### config.mk
export PLATFORM = sky130hd
export DESIGN_NAME = apb_uart_regif_flat
export DESIGN_NICKNAME = d
export VERILOG_FILES = /design/src/rtl/apb_uart_pkg.sv /design/src/rtl/apb_uart_regif_if.sv /design/src/rtl/dti_fifo_sync.sv /design/src/rtl/apb_uart_regif.sv /design/src/flat_wrapper.sv
export SDC_FILE = /design/constraint.sdc
export NUM_CORES = 1
export LEC_CHECK = 0
export BUFFER_PORTS_ARGS = -buffer_cell sky130_fd_sc_hd__buf_2
export CAP_MARGIN = 20
export CELL_PAD_IN_SITES_DETAIL_PLACEMENT = 1
export CELL_PAD_IN_SITES_GLOBAL_PLACEMENT = 1
export CORE_AREA = 2 2 211 213
export CTS_CLUSTER_SIZE = 20
export DETAILED_ROUTE_END_ITERATION = 8
export DIE_AREA = 0 0 213 215
export PLACE_DENSITY = 0.88
export SLEW_MARGIN = 0
export SYNTH_ARGS = -nofsm -noshare
export SYNTH_HDL_FRONTEND = slang
export SYNTH_SLANG_ARGS = --single-unit
### constraint.sdc
create_clock -name apb_pclk -period 7.4 [get_ports apb_pclk]
set_input_delay 0.37 -clock apb_pclk [delete_from_list [all_inputs] [get_ports apb_pclk]]
set_output_delay 0.37 -clock apb_pclk [all_outputs]
set_load 0.01 [all_outputs]
### src/rtl/apb_uart_pkg.sv
// Register map, bit positions and CTRL layout shared by the UART APB register interface.
package apb_uart_pkg;

  localparam logic [4:0] OFF_TXDATA = 5'h00;
  localparam logic [4:0] OFF_RXDATA = 5'h04;
  localparam logic [4:0] OFF_STATUS = 5'h08;
  localparam logic [4:0] OFF_CTRL   = 5'h0C;
  localparam logic [4:0] OFF_IRQ    = 5'h10;

  localparam int ST_TX_EMPTY   = 0;
  localparam int ST_TX_FULL    = 1;
  localparam int ST_RX_EMPTY   = 2;
  localparam int ST_RX_FULL    = 3;
  localparam int ST_OVERRUN    = 4;
  localparam int ST_TX_CNT_LSB = 8;
  localparam int ST_RX_CNT_LSB = 16;

  localparam int IRQ_TX_LOW  = 0;
  localparam int IRQ_RX_HIGH = 1;
  localparam int IRQ_OVERRUN = 2;

  localparam int CTRL_W = 19;

  typedef struct packed {
    logic       ovr_ie;
    logic       rx_ie;
    logic       tx_ie;
    logic [7:0] rx_thresh;
    logic [7:0] tx_thresh;
  } ctrl_t;

endpackage

### src/rtl/apb_uart_regif_if.sv
// APB3 bus bundle between the fabric (master) and the UART register block (slave).
interface apb_uart_regif_if #(
  parameter int ADDR_W = 12,
  parameter int DATA_W = 32
) ();
  logic [ADDR_W-1:0] paddr;
  logic              psel;
  logic              penable;
  logic              pwrite;
  logic [DATA_W-1:0] pwdata;
  logic              pready;
  logic [DATA_W-1:0] prdata;
  logic              pslverr;

  modport master (output paddr, psel, penable, pwrite, pwdata,
                  input  pready, prdata, pslverr);
  modport slave  (input  paddr, psel, penable, pwrite, pwdata,
                  output pready, prdata, pslverr);
endinterface

### src/rtl/dti_fifo_sync.sv
// Single-clock first-word-fall-through FIFO; push is ignored when full, pop when empty.
module dti_fifo_sync #(
  parameter  int DATA_WIDTH = 8,
  parameter  int DEPTH      = 32,
  localparam int CNT_W      = $clog2(DEPTH + 1),
  localparam int PTR_W      = $clog2(DEPTH)
) (
  input  logic                  clk_i,
  input  logic                  rst_i,
  input  logic                  push_i,
  input  logic                  pop_i,
  input  logic [DATA_WIDTH-1:0] din_i,
  output logic [DATA_WIDTH-1:0] dout_o,
  output logic                  full_o,
  output logic                  empty_o,
  output logic [CNT_W-1:0]      count_o
);

  logic [DATA_WIDTH-1:0] mem_q [DEPTH];
  logic [PTR_W-1:0]      wr_ptr_q, wr_ptr_d, rd_ptr_q, rd_ptr_d;
  logic [CNT_W-1:0]      count_q, count_d;
  logic                  do_push, do_pop;

  function automatic logic [PTR_W-1:0] ptr_inc(input logic [PTR_W-1:0] p);
    return (p == PTR_W'(DEPTH - 1)) ? '0 : p + 1'b1;
  endfunction

  assign full_o  = (count_q == CNT_W'(DEPTH));
  assign empty_o = (count_q == '0);
  assign count_o = count_q;
  assign dout_o  = mem_q[rd_ptr_q];

  // Full/empty come from the registered count, so a same-edge pop never makes room for a push.
  assign do_push = push_i & ~full_o;
  assign do_pop  = pop_i & ~empty_o;

  always_comb begin
    wr_ptr_d = do_push ? ptr_inc(wr_ptr_q) : wr_ptr_q;
    rd_ptr_d = do_pop  ? ptr_inc(rd_ptr_q) : rd_ptr_q;
    count_d  = count_q;
    case ({do_push, do_pop})
      2'b10:   count_d = count_q + 1'b1;
      2'b01:   count_d = count_q - 1'b1;
      default: count_d = count_q;
    endcase
  end

  always_ff @(posedge clk_i) begin
    if (rst_i) begin
      wr_ptr_q <= '0;
      rd_ptr_q <= '0;
      count_q  <= '0;
    end else begin
      wr_ptr_q <= wr_ptr_d;
      rd_ptr_q <= rd_ptr_d;
      count_q  <= count_d;
    end
  end

  always_ff @(posedge clk_i) begin
    if (do_push) mem_q[wr_ptr_q] <= din_i;
  end

endmodule

### src/rtl/apb_uart_regif.sv
// APB slave register map for the UART: TX/RX FIFOs, status, thresholds, sticky overrun and IRQ.
module apb_uart_regif
  import apb_uart_pkg::*;
#(
  parameter int APB_ADDR_WIDTH = 12,
  parameter int APB_DATA_WIDTH = 32,
  parameter int DATA_WIDTH     = 8,
  parameter int TX_DEPTH       = 32,
  parameter int RX_DEPTH       = 32,
  parameter int WAIT_STATES    = 1
) (
  input  logic                  apb_pclk,
  input  logic                  apb_preset,
  apb_uart_regif_if.slave       apb,
  output logic [DATA_WIDTH-1:0] tx_data,
  output logic                  tx_valid,
  input  logic                  tx_ready,
  input  logic [DATA_WIDTH-1:0] rx_data,
  input  logic                  rx_valid,
  output logic                  irq
);

  localparam int TX_CW = $clog2(TX_DEPTH + 1);
  localparam int RX_CW = $clog2(RX_DEPTH + 1);

  logic [1:0]            wait_q, wait_d;
  ctrl_t                 ctrl_q, ctrl_d;
  logic                  overrun_q, overrun_d;
  logic                  irq_q, irq_d;

  logic                  access, pready, xfer;
  logic [4:0]            off;
  logic [APB_DATA_WIDTH-1:0] rdata, status_w;
  logic                  err;
  logic                  tx_push, rx_pop, ctrl_we, ovr_clr, ovr_set;
  logic                  tx_full, tx_empty, rx_full, rx_empty;
  logic [TX_CW-1:0]      tx_count;
  logic [RX_CW-1:0]      rx_count;
  logic [7:0]            tx_cnt8, rx_cnt8;
  logic [DATA_WIDTH-1:0] rx_dout;
  logic [2:0]            irq_stat;
  logic                  unused_bits;

  dti_fifo_sync #(.DATA_WIDTH(DATA_WIDTH), .DEPTH(TX_DEPTH)) u_tx_fifo (
    .clk_i   (apb_pclk),
    .rst_i   (apb_preset),
    .push_i  (tx_push),
    .pop_i   (tx_valid & tx_ready),
    .din_i   (apb.pwdata[DATA_WIDTH-1:0]),
    .dout_o  (tx_data),
    .full_o  (tx_full),
    .empty_o (tx_empty),
    .count_o (tx_count)
  );

  dti_fifo_sync #(.DATA_WIDTH(DATA_WIDTH), .DEPTH(RX_DEPTH)) u_rx_fifo (
    .clk_i   (apb_pclk),
    .rst_i   (apb_preset),
    .push_i  (rx_valid),
    .pop_i   (rx_pop),
    .din_i   (rx_data),
    .dout_o  (rx_dout),
    .full_o  (rx_full),
    .empty_o (rx_empty),
    .count_o (rx_count)
  );

  assign tx_valid = ~tx_empty;
  assign tx_cnt8  = 8'(tx_count);
  assign rx_cnt8  = 8'(rx_count);
  assign ovr_set  = rx_valid & rx_full;

  // pready is combinational in access cycle WAIT_STATES; the counter restarts after each transfer.
  assign access = apb.psel & apb.penable;
  assign pready = access & (wait_q == 2'(WAIT_STATES));
  assign xfer   = pready;
  assign wait_d = (!access || pready) ? 2'd0 : wait_q + 2'd1;

  assign off = {apb.paddr[4:2], 2'b00};

  always_comb begin
    irq_stat              = '0;
    irq_stat[IRQ_TX_LOW]  = (tx_cnt8 <= ctrl_q.tx_thresh);
    irq_stat[IRQ_RX_HIGH] = (rx_cnt8 >= ctrl_q.rx_thresh) && (rx_cnt8 != 8'd0);
    irq_stat[IRQ_OVERRUN] = overrun_q;

    status_w                                = '0;
    status_w[ST_TX_EMPTY]                   = tx_empty;
    status_w[ST_TX_FULL]                    = tx_full;
    status_w[ST_RX_EMPTY]                   = rx_empty;
    status_w[ST_RX_FULL]                    = rx_full;
    status_w[ST_OVERRUN]                    = overrun_q;
    status_w[ST_TX_CNT_LSB +: 8]            = tx_cnt8;
    status_w[ST_RX_CNT_LSB +: 8]            = rx_cnt8;
  end

  always_comb begin
    rdata   = '0;
    err     = 1'b0;
    tx_push = 1'b0;
    rx_pop  = 1'b0;
    ctrl_we = 1'b0;
    ovr_clr = 1'b0;
    case (off)
      OFF_TXDATA: if (apb.pwrite) begin
        if (tx_full) err = 1'b1;
        else         tx_push = xfer;
      end
      OFF_RXDATA: if (!apb.pwrite) begin
        if (rx_empty) err = 1'b1;
        else begin
          rdata[DATA_WIDTH-1:0] = rx_dout;
          rx_pop                = xfer;
        end
      end
      OFF_STATUS: if (!apb.pwrite) rdata = status_w;
      OFF_CTRL: begin
        if (apb.pwrite) ctrl_we = xfer;
        else            rdata[CTRL_W-1:0] = ctrl_q;
      end
      OFF_IRQ: begin
        if (apb.pwrite) ovr_clr = xfer & apb.pwdata[IRQ_OVERRUN];
        else            rdata[2:0] = irq_stat;
      end
      default: err = 1'b1;
    endcase
  end

  assign apb.pready  = pready;
  assign apb.prdata  = xfer ? rdata : '0;
  assign apb.pslverr = xfer & err;

  // A new overrun on the same edge as the W1C keeps the flag set.
  assign overrun_d = ovr_set | (overrun_q & ~ovr_clr);
  assign ctrl_d    = ctrl_we ? ctrl_t'(apb.pwdata[CTRL_W-1:0]) : ctrl_q;
  assign irq_d     = |(irq_stat & {ctrl_q.ovr_ie, ctrl_q.rx_ie, ctrl_q.tx_ie});
  assign irq       = irq_q;

  always_ff @(posedge apb_pclk) begin
    if (apb_preset) begin
      wait_q    <= '0;
      ctrl_q    <= '0;
      overrun_q <= 1'b0;
      irq_q     <= 1'b0;
    end else begin
      wait_q    <= wait_d;
      ctrl_q    <= ctrl_d;
      overrun_q <= overrun_d;
      irq_q     <= irq_d;
    end
  end

  assign unused_bits = ^{apb.paddr[APB_ADDR_WIDTH-1:5], apb.paddr[1:0],
                         apb.pwdata[APB_DATA_WIDTH-1:CTRL_W]};

endmodule

### src/flat_wrapper.sv
// flat-port wrapper written by rule: the top's interface ports become plain ports
module apb_uart_regif_flat import apb_uart_pkg::*;
#(
  parameter int APB_ADDR_WIDTH = 12,
  parameter int APB_DATA_WIDTH = 32,
  parameter int DATA_WIDTH     = 8,
  parameter int TX_DEPTH       = 32,
  parameter int RX_DEPTH       = 32,
  parameter int WAIT_STATES    = 1
)
  (apb_pclk, apb_preset, tx_data, tx_valid, tx_ready, rx_data, rx_valid, irq, apb_paddr, apb_psel, apb_penable, apb_pwrite, apb_pwdata, apb_pready, apb_prdata, apb_pslverr);
  apb_uart_regif_if #(.ADDR_W(12), .DATA_W(32)) apb_i ();
  input  logic apb_pclk;
  input  logic apb_preset;
  output logic [DATA_WIDTH-1:0] tx_data;
  output logic tx_valid;
  input  logic tx_ready;
  input  logic [DATA_WIDTH-1:0] rx_data;
  input  logic rx_valid;
  output logic irq;
  input wire logic [$bits(apb_i.paddr)-1:0] apb_paddr;
  input wire logic [$bits(apb_i.psel)-1:0] apb_psel;
  input wire logic [$bits(apb_i.penable)-1:0] apb_penable;
  input wire logic [$bits(apb_i.pwrite)-1:0] apb_pwrite;
  input wire logic [$bits(apb_i.pwdata)-1:0] apb_pwdata;
  output wire logic [$bits(apb_i.pready)-1:0] apb_pready;
  output wire logic [$bits(apb_i.prdata)-1:0] apb_prdata;
  output wire logic [$bits(apb_i.pslverr)-1:0] apb_pslverr;
  assign apb_i.paddr = apb_paddr;
  assign apb_i.psel = apb_psel;
  assign apb_i.penable = apb_penable;
  assign apb_i.pwrite = apb_pwrite;
  assign apb_i.pwdata = apb_pwdata;
  assign apb_pready = apb_i.pready;
  assign apb_prdata = apb_i.prdata;
  assign apb_pslverr = apb_i.pslverr;
  apb_uart_regif #(.APB_ADDR_WIDTH(APB_ADDR_WIDTH), .APB_DATA_WIDTH(APB_DATA_WIDTH), .DATA_WIDTH(DATA_WIDTH), .TX_DEPTH(TX_DEPTH), .RX_DEPTH(RX_DEPTH), .WAIT_STATES(WAIT_STATES)) u_core (.apb_pclk(apb_pclk), .apb_preset(apb_preset), .apb(apb_i), .tx_data(tx_data), .tx_valid(tx_valid), .tx_ready(tx_ready), .rx_data(rx_data), .rx_valid(rx_valid), .irq(irq));
endmodule
# == Word-level counts from Yosys, hierarchy flattened ==
# Memory sizes are Yosys's and may differ from the RTL's. A register that Yosys moved wholly into a read port is not among the register bits.
# Cells that the tools add are included.
# op_classes
n_lt_le_gt_ge,2
eq_ne,15
addsub,9
bitwise_logic,18
reduce_logical,12
mux,39
# ops
operator,n
$mux W22,2
$mux W5,8
$pmux W6 S2,2
$pmux W11 S2,1
$add A5 B1 Y5 const B,4
$eq A5 B5 Y1 const B,4
$mux W19,1
$mux W1,18
$mux W8,2
$pmux W5 S3,1
$add A6 B1 Y6 const B,2
$eq A6 B6 Y1 const B,2
$logic_not A6 Y1,2
$pmux W3 S4,1
$sub A6 B1 Y6 const B,2
$and A1 B1 Y1,11
$ge A6 B8 Y1,1
$le A6 B8 Y1,1
$reduce_bool A8 Y1,1
$eq A2 B1 Y1 const B,3
$eq A3 B2 Y1 const B,2
$mux W3,2
$reduce_or A3 Y1,2
$logic_not A5 Y1,1
other kinds (13),19
# totals
ram_bits,512
input_bits,59
regBits,55
n_memories,2
# memory_table
name,depth,word_bits,rd,rd_clocked_by_memory_dff,wr,line_no,text
u_core.u_rx_fifo.mem_q,32,8,1,1,1,dti_fifo_sync.sv:19,logic [DATA_WIDTH-1:0] mem_q [DEPTH];
u_core.u_tx_fifo.mem_q,32,8,1,1,1,dti_fifo_sync.sv:19,

# == Depth between registers and ports, before layout ==
# depth
depth_word,8
mapped_depth,18

# == Modules after synthesis ==
# A second synthesis with hierarchy kept.
# unflattened
cells_unflattened,1502
area_unflattened_um2,23876.6
# modules_own_cells
module,cells_each,n_inst,area_each_um2
dti_fifo_sync at u_core.u_tx_fifo,633,1,11084.4
dti_fifo_sync at u_core.u_rx_fifo,633,1,11078.1
apb_uart_regif,236,1,1714.1

# == Worst setup path after synthesis ==
# Ideal clock, no wire load.
# synth_timing
path_type,flip-flop to flip-flop
startpoint,register u_core.u_tx_fifo.count_q[0] (netlist: u_core.u_tx_fifo.count_o[0])
endpoint,register u_core.u_tx_fifo.count_q[4] (netlist: u_core.u_tx_fifo.count_o[4])
setup_time_ns,0.121
t_required_ns,7.279
stages_incl_launch_ff,16
slack_ns,4.042
arrival_ns,3.237
n_path_buf,2
path_cell_list,dfxtp_1 -> buf_2 -> nor4_1 -> or3b_2 -> nand2_1 -> inv_1 -> ha_1 -> clkbuf_1 -> xor2_1 -> ha_1 -> a21oi_1 -> o21bai_1 -> a221o_1 -> nand2_1 -> a21oi_1 -> mux2_2
# synth_lines
element,line_no,text
start: declaration,dti_fifo_sync.sv:21,"logic [CNT_W-1:0] count_q, count_d;"
start signal: assignment,dti_fifo_sync.sv:56,count_q <= count_d;
$logic_not A6 Y1 *,dti_fifo_sync.sv:29,assign empty_o = (count_q == '0);
$not A1 Y1 *,apb_uart_regif.sv:68,assign tx_valid = ~tx_empty;
via tx_valid,flat_wrapper.sv:16,output logic tx_valid;
$and A1 B1 Y1,apb_uart_regif.sv:48,".pop_i (tx_valid & tx_ready),"
$and A1 B1 Y1 *,dti_fifo_sync.sv:35,assign do_pop = pop_i & ~empty_o;
via u_core.u_tx_fifo.do_pop,dti_fifo_sync.sv:22,"logic do_push, do_pop;"
$eq A2 B1 Y1 / $eq A2 B2 Y1 (equally long branches),dti_fifo_sync.sv:41,"case ({do_push, do_pop})"
$pmux W6 S2 / $reduce_bool A2 Y1 (equally long branches),n/a,
# Mark *: on every way through the listed nets, which the timed path passes. The rest lies on a longest branch.
# A chain may end at the register's enable or synchronous reset.

==> reports/qor.yml <==
detailed_routing:
  ant_nets: 0
  dr.pass1.iters: 5
  vias: 13300
  wirelength_mm: 61.9
  wl_per_cell_um: 29.8
  drc: 0
  drt-initial-drc-count: 1441
  viasPerCell: 6.42
sta:
  rsz0062_at_grt: "no"
  fmax_mhz: 225
  worst_pin_slew_ns: 1.13
  maxSlewHeadroom_pct: 24.4
  tns_ns: 0
  hold_viol: 0
  timing.hold.ws_ns: 0.0369
  post-route-period-util_pct: 60.1
  period_needed_ns: 4.45
  final_max_slew_viol_count: 0
  fin_skew_ns: 0.0232
  finalSetupViolCount: 0
placed_design:
  portBuffers: 70
  place_congestion: 0.810
  hpwl_mm: 36.0
clock_network:
  cts_setup_buffers: 0
  cts.path.max_buffers: 3
  clk_latency_ns: 0.62
  cts_resized: 0
  cts_htree_levels: 2
  ctsHoldBuffers: 11
  cts_made_buffers: 56
  cts.sinks: 577
  cts_root_buf: "clkbuf_16"
  clkTransAtPathRegs_ns: 0.07
  cts_tree: "yes"
worst_setup_path:
  required_ns: 7.03
  crit_family: "multiplexers"
  crit_slowest_cell: "dfxtp_4"
  cp_max_fo: 45
  r2r-start: "u_core.u_tx_fifo.count_o[0]$_SDFFE_PP0P_"
  crit_path_cell_trace: "buf_4, mux4_2, mux4_2, mux2i_1, o22ai_1, buf_2"
  crit_path_end_kind: "output pin"
  cp_num_buf_inv: 2
  critPathKind: "reg2out"
  start_kind: "register"
  slowest_delay_ns: 0.94
  crit_arrival_ns: 4.08
  critPathMostFrequentCell: "mux4_2"
floorplan:
  die_area_mm2: 0.0458
  io_pins: 103
  die_h_um: 215
  row_count: 77
  core_area_mm2: 0.0436
  start_util_pct: 54.3
  die_width_um: 213
pwr:
  ir_drop_mv: 0.229
  p_leak_nw: 8.22
  powerDensity_mw_per_mm2: 247
global_route:
  first_global_vias: 14300
  antenna_found_initial: 0
  grt_use_total_pct: 27.7
  grt.overflow.total: 0
  grt_max_degree: 65
  grt_pass1_wl_mm: 92.9
yosys:
  synthCells: 1368
  yosysWarnings: 0
  yosysSeqAreaShare_pct: 70.3
  syn_area_per_cell_um2: 17.3
  synth_edf_count: 512
  syn_area_mm2: 0.0237
  synth-seq-cells: 577
  async_flop_share_pct: 0
  ys.flop_type: "edfxtp_1"
  ys_types: 64
cells_and_area:
  area_growth_pct: 11.2
  layout-drive-gt1-share_pct: 21.8
  final_nets: 1530
  postLayoutCoreUtil_pct: 60.4
  n_antenna_cell: 0
worst_hold_path:
  hold_path_startpoint: "apb_pwdata[14]"
  hold_class: "in2reg"
run_status:
  status: "complete, no violations"
flow_run:
  drv_cap: 0
metrics by stage:
| step | power, mW | instance area, um^2 | worst slack (ns) | std cells |
|---|---|---|---|---|
| detailed placement | 3.75 | 24400 | 3.54 | 1958 |
| global route | 6.64 | 26400 | 2.78 | 2076 |
| CTS | 6.52 | 26300 | 2.95 | 2073 |
| global placement | 3.73 | 24400 | 3.68 | 1957 |
| floorplan | 3.68 | 23700 | 4.04 | 1377 |
| finish | 6.51 | 26400 | 2.95 | 2076 |
cell families (layout without fill, tap and decap cells):
logic type      after synthesis  in the layout  share of synthesized area [%]
compound gates              152            152                           3.95
xor+xnor                     11             11                          0.406
fa+ha+maj                    33             33                           1.74
buf+inv                     115            222                           2.49
flops                       577            577                           70.3
mux                         193            193                           15.3
other cells                   1             10                         0.0158
simple gates                286            286                           5.76
report_power, final:
group	switching, mW	internal, mW	total (mW)	leakage, nW
Clock	1.24	1.58	2.82	0.871
Sequential	0.00920	3.55	3.56	5.13
Combinational	0.100	0.0334	0.134	2.22
cells in the final DEF, fill, tap and decap left out, types with 12 or more instances in the layout:
master,synthesis,layout
nand2_1,77,77
clkbuf_1,30,12
inv_1,22,22
clkbuf_16,0,57
a21oi_1,62,62
dfxtp_1,65,60
nor2b_1,12,12
a221oi_1,13,13
mux4_2,135,135
buf_2,13,70
ha_1,33,33
nor2_1,109,109
o21ai_0,28,28
mux2i_1,49,49
edfxtp_1,512,512
nand3_1,17,17
clkinv_1,3,13
metal layers:
metal	track usage [%]	share of wire, %	vias up
met3	3.89	6.0	164
met4	11.0	3.8	0
met2	48.5	53	634
met5	0	0	-
met1	34.7	38	6997
li1	-	-	5534
synthesized netlist by cell type, types with 5 or more instances:
library cell / n / area, um^2
a221oi_1: 13 / 114
buf_1: 13 / 48.8
nor3b_1: 7 / 52.6
ha_1: 33 / 413
a31oi_1: 8 / 50.1
a22oi_1: 8 / 60.1
mux2_2: 9 / 101
clkbuf_1: 30 / 113
xor2_1: 6 / 52.6
nand3_1: 17 / 85.1
nand2_1: 77 / 289
nand3b_1: 8 / 60.1
mux2i_1: 49 / 490
buf_6: 5 / 56.3
mux4_2: 135 / 3040
dfxtp_1: 65 / 1300
or3_1: 5 / 31.3
a21oi_1: 62 / 310
nor2_1: 109 / 409
buf_2: 13 / 65.1
buf_4: 27 / 203
a211oi_1: 6 / 45.0
edfxtp_1: 512 / 15400
o21ai_0: 28 / 140
a21o_1: 6 / 45.0
inv_1: 22 / 82.6
nor2b_1: 12 / 75.1
and3_1: 7 / 43.8
nor3_1: 10 / 50.1
nor4_1: 5 / 31.3
xnor2_1: 5 / 43.8
area by class of cell:
class | instances | area (um^2)
multi-input combinational | 685 | 6480
tap | 592 | 741
clock buffer | 72 | 1510
fill | 3810 | 17300
clock inverter | 32 | 268
sequential | 577 | 16700
timing repair buffer | 91 | 576
inverter | 27 | 104
worst paths after layout:
| path | end | slack [ns] | cells after the start |
|---|---|---|---|
| worst min register to register | u_core.wait_q[0]$_SDFF_PP0_ | 0.43 | 1 |
| worst min-delay path | u_core.ctrl_q[14]$_SDFFE_PP0P_ | 0.04 | 3 |
| worst max register to register | u_core.u_tx_fifo.count_o[4]$_SDFFE_PP0P_ | 3.44 | 13 |
| worst max-delay path | apb_prdata[1] | 2.95 | 6 |
worst min-delay path, stage by stage:
cell and delay (ns):
buf_2 0.10, nand2_1 0.06, a21oi_1 0.07
flip-flops by register name (all words and copies together) (netlist names), named ones only:
register	flops
u_core.u_tx_fifo.count_o	6
u_core.u_rx_fifo.rd_ptr_q	5
u_core.overrun_q	1
u_core.u_tx_fifo.wr_ptr_q	5
u_core.u_rx_fifo.count_o	6
u_core.u_rx_fifo.mem_q	256
u_core.irq	1
u_core.u_tx_fifo.rd_ptr_q	5
u_core.u_rx_fifo.wr_ptr_q	5
u_core.ctrl_q	19
u_core.u_tx_fifo.mem_q	256
u_core.wait_q	2
No activity file was read; power rests on OpenSTA's default activity.
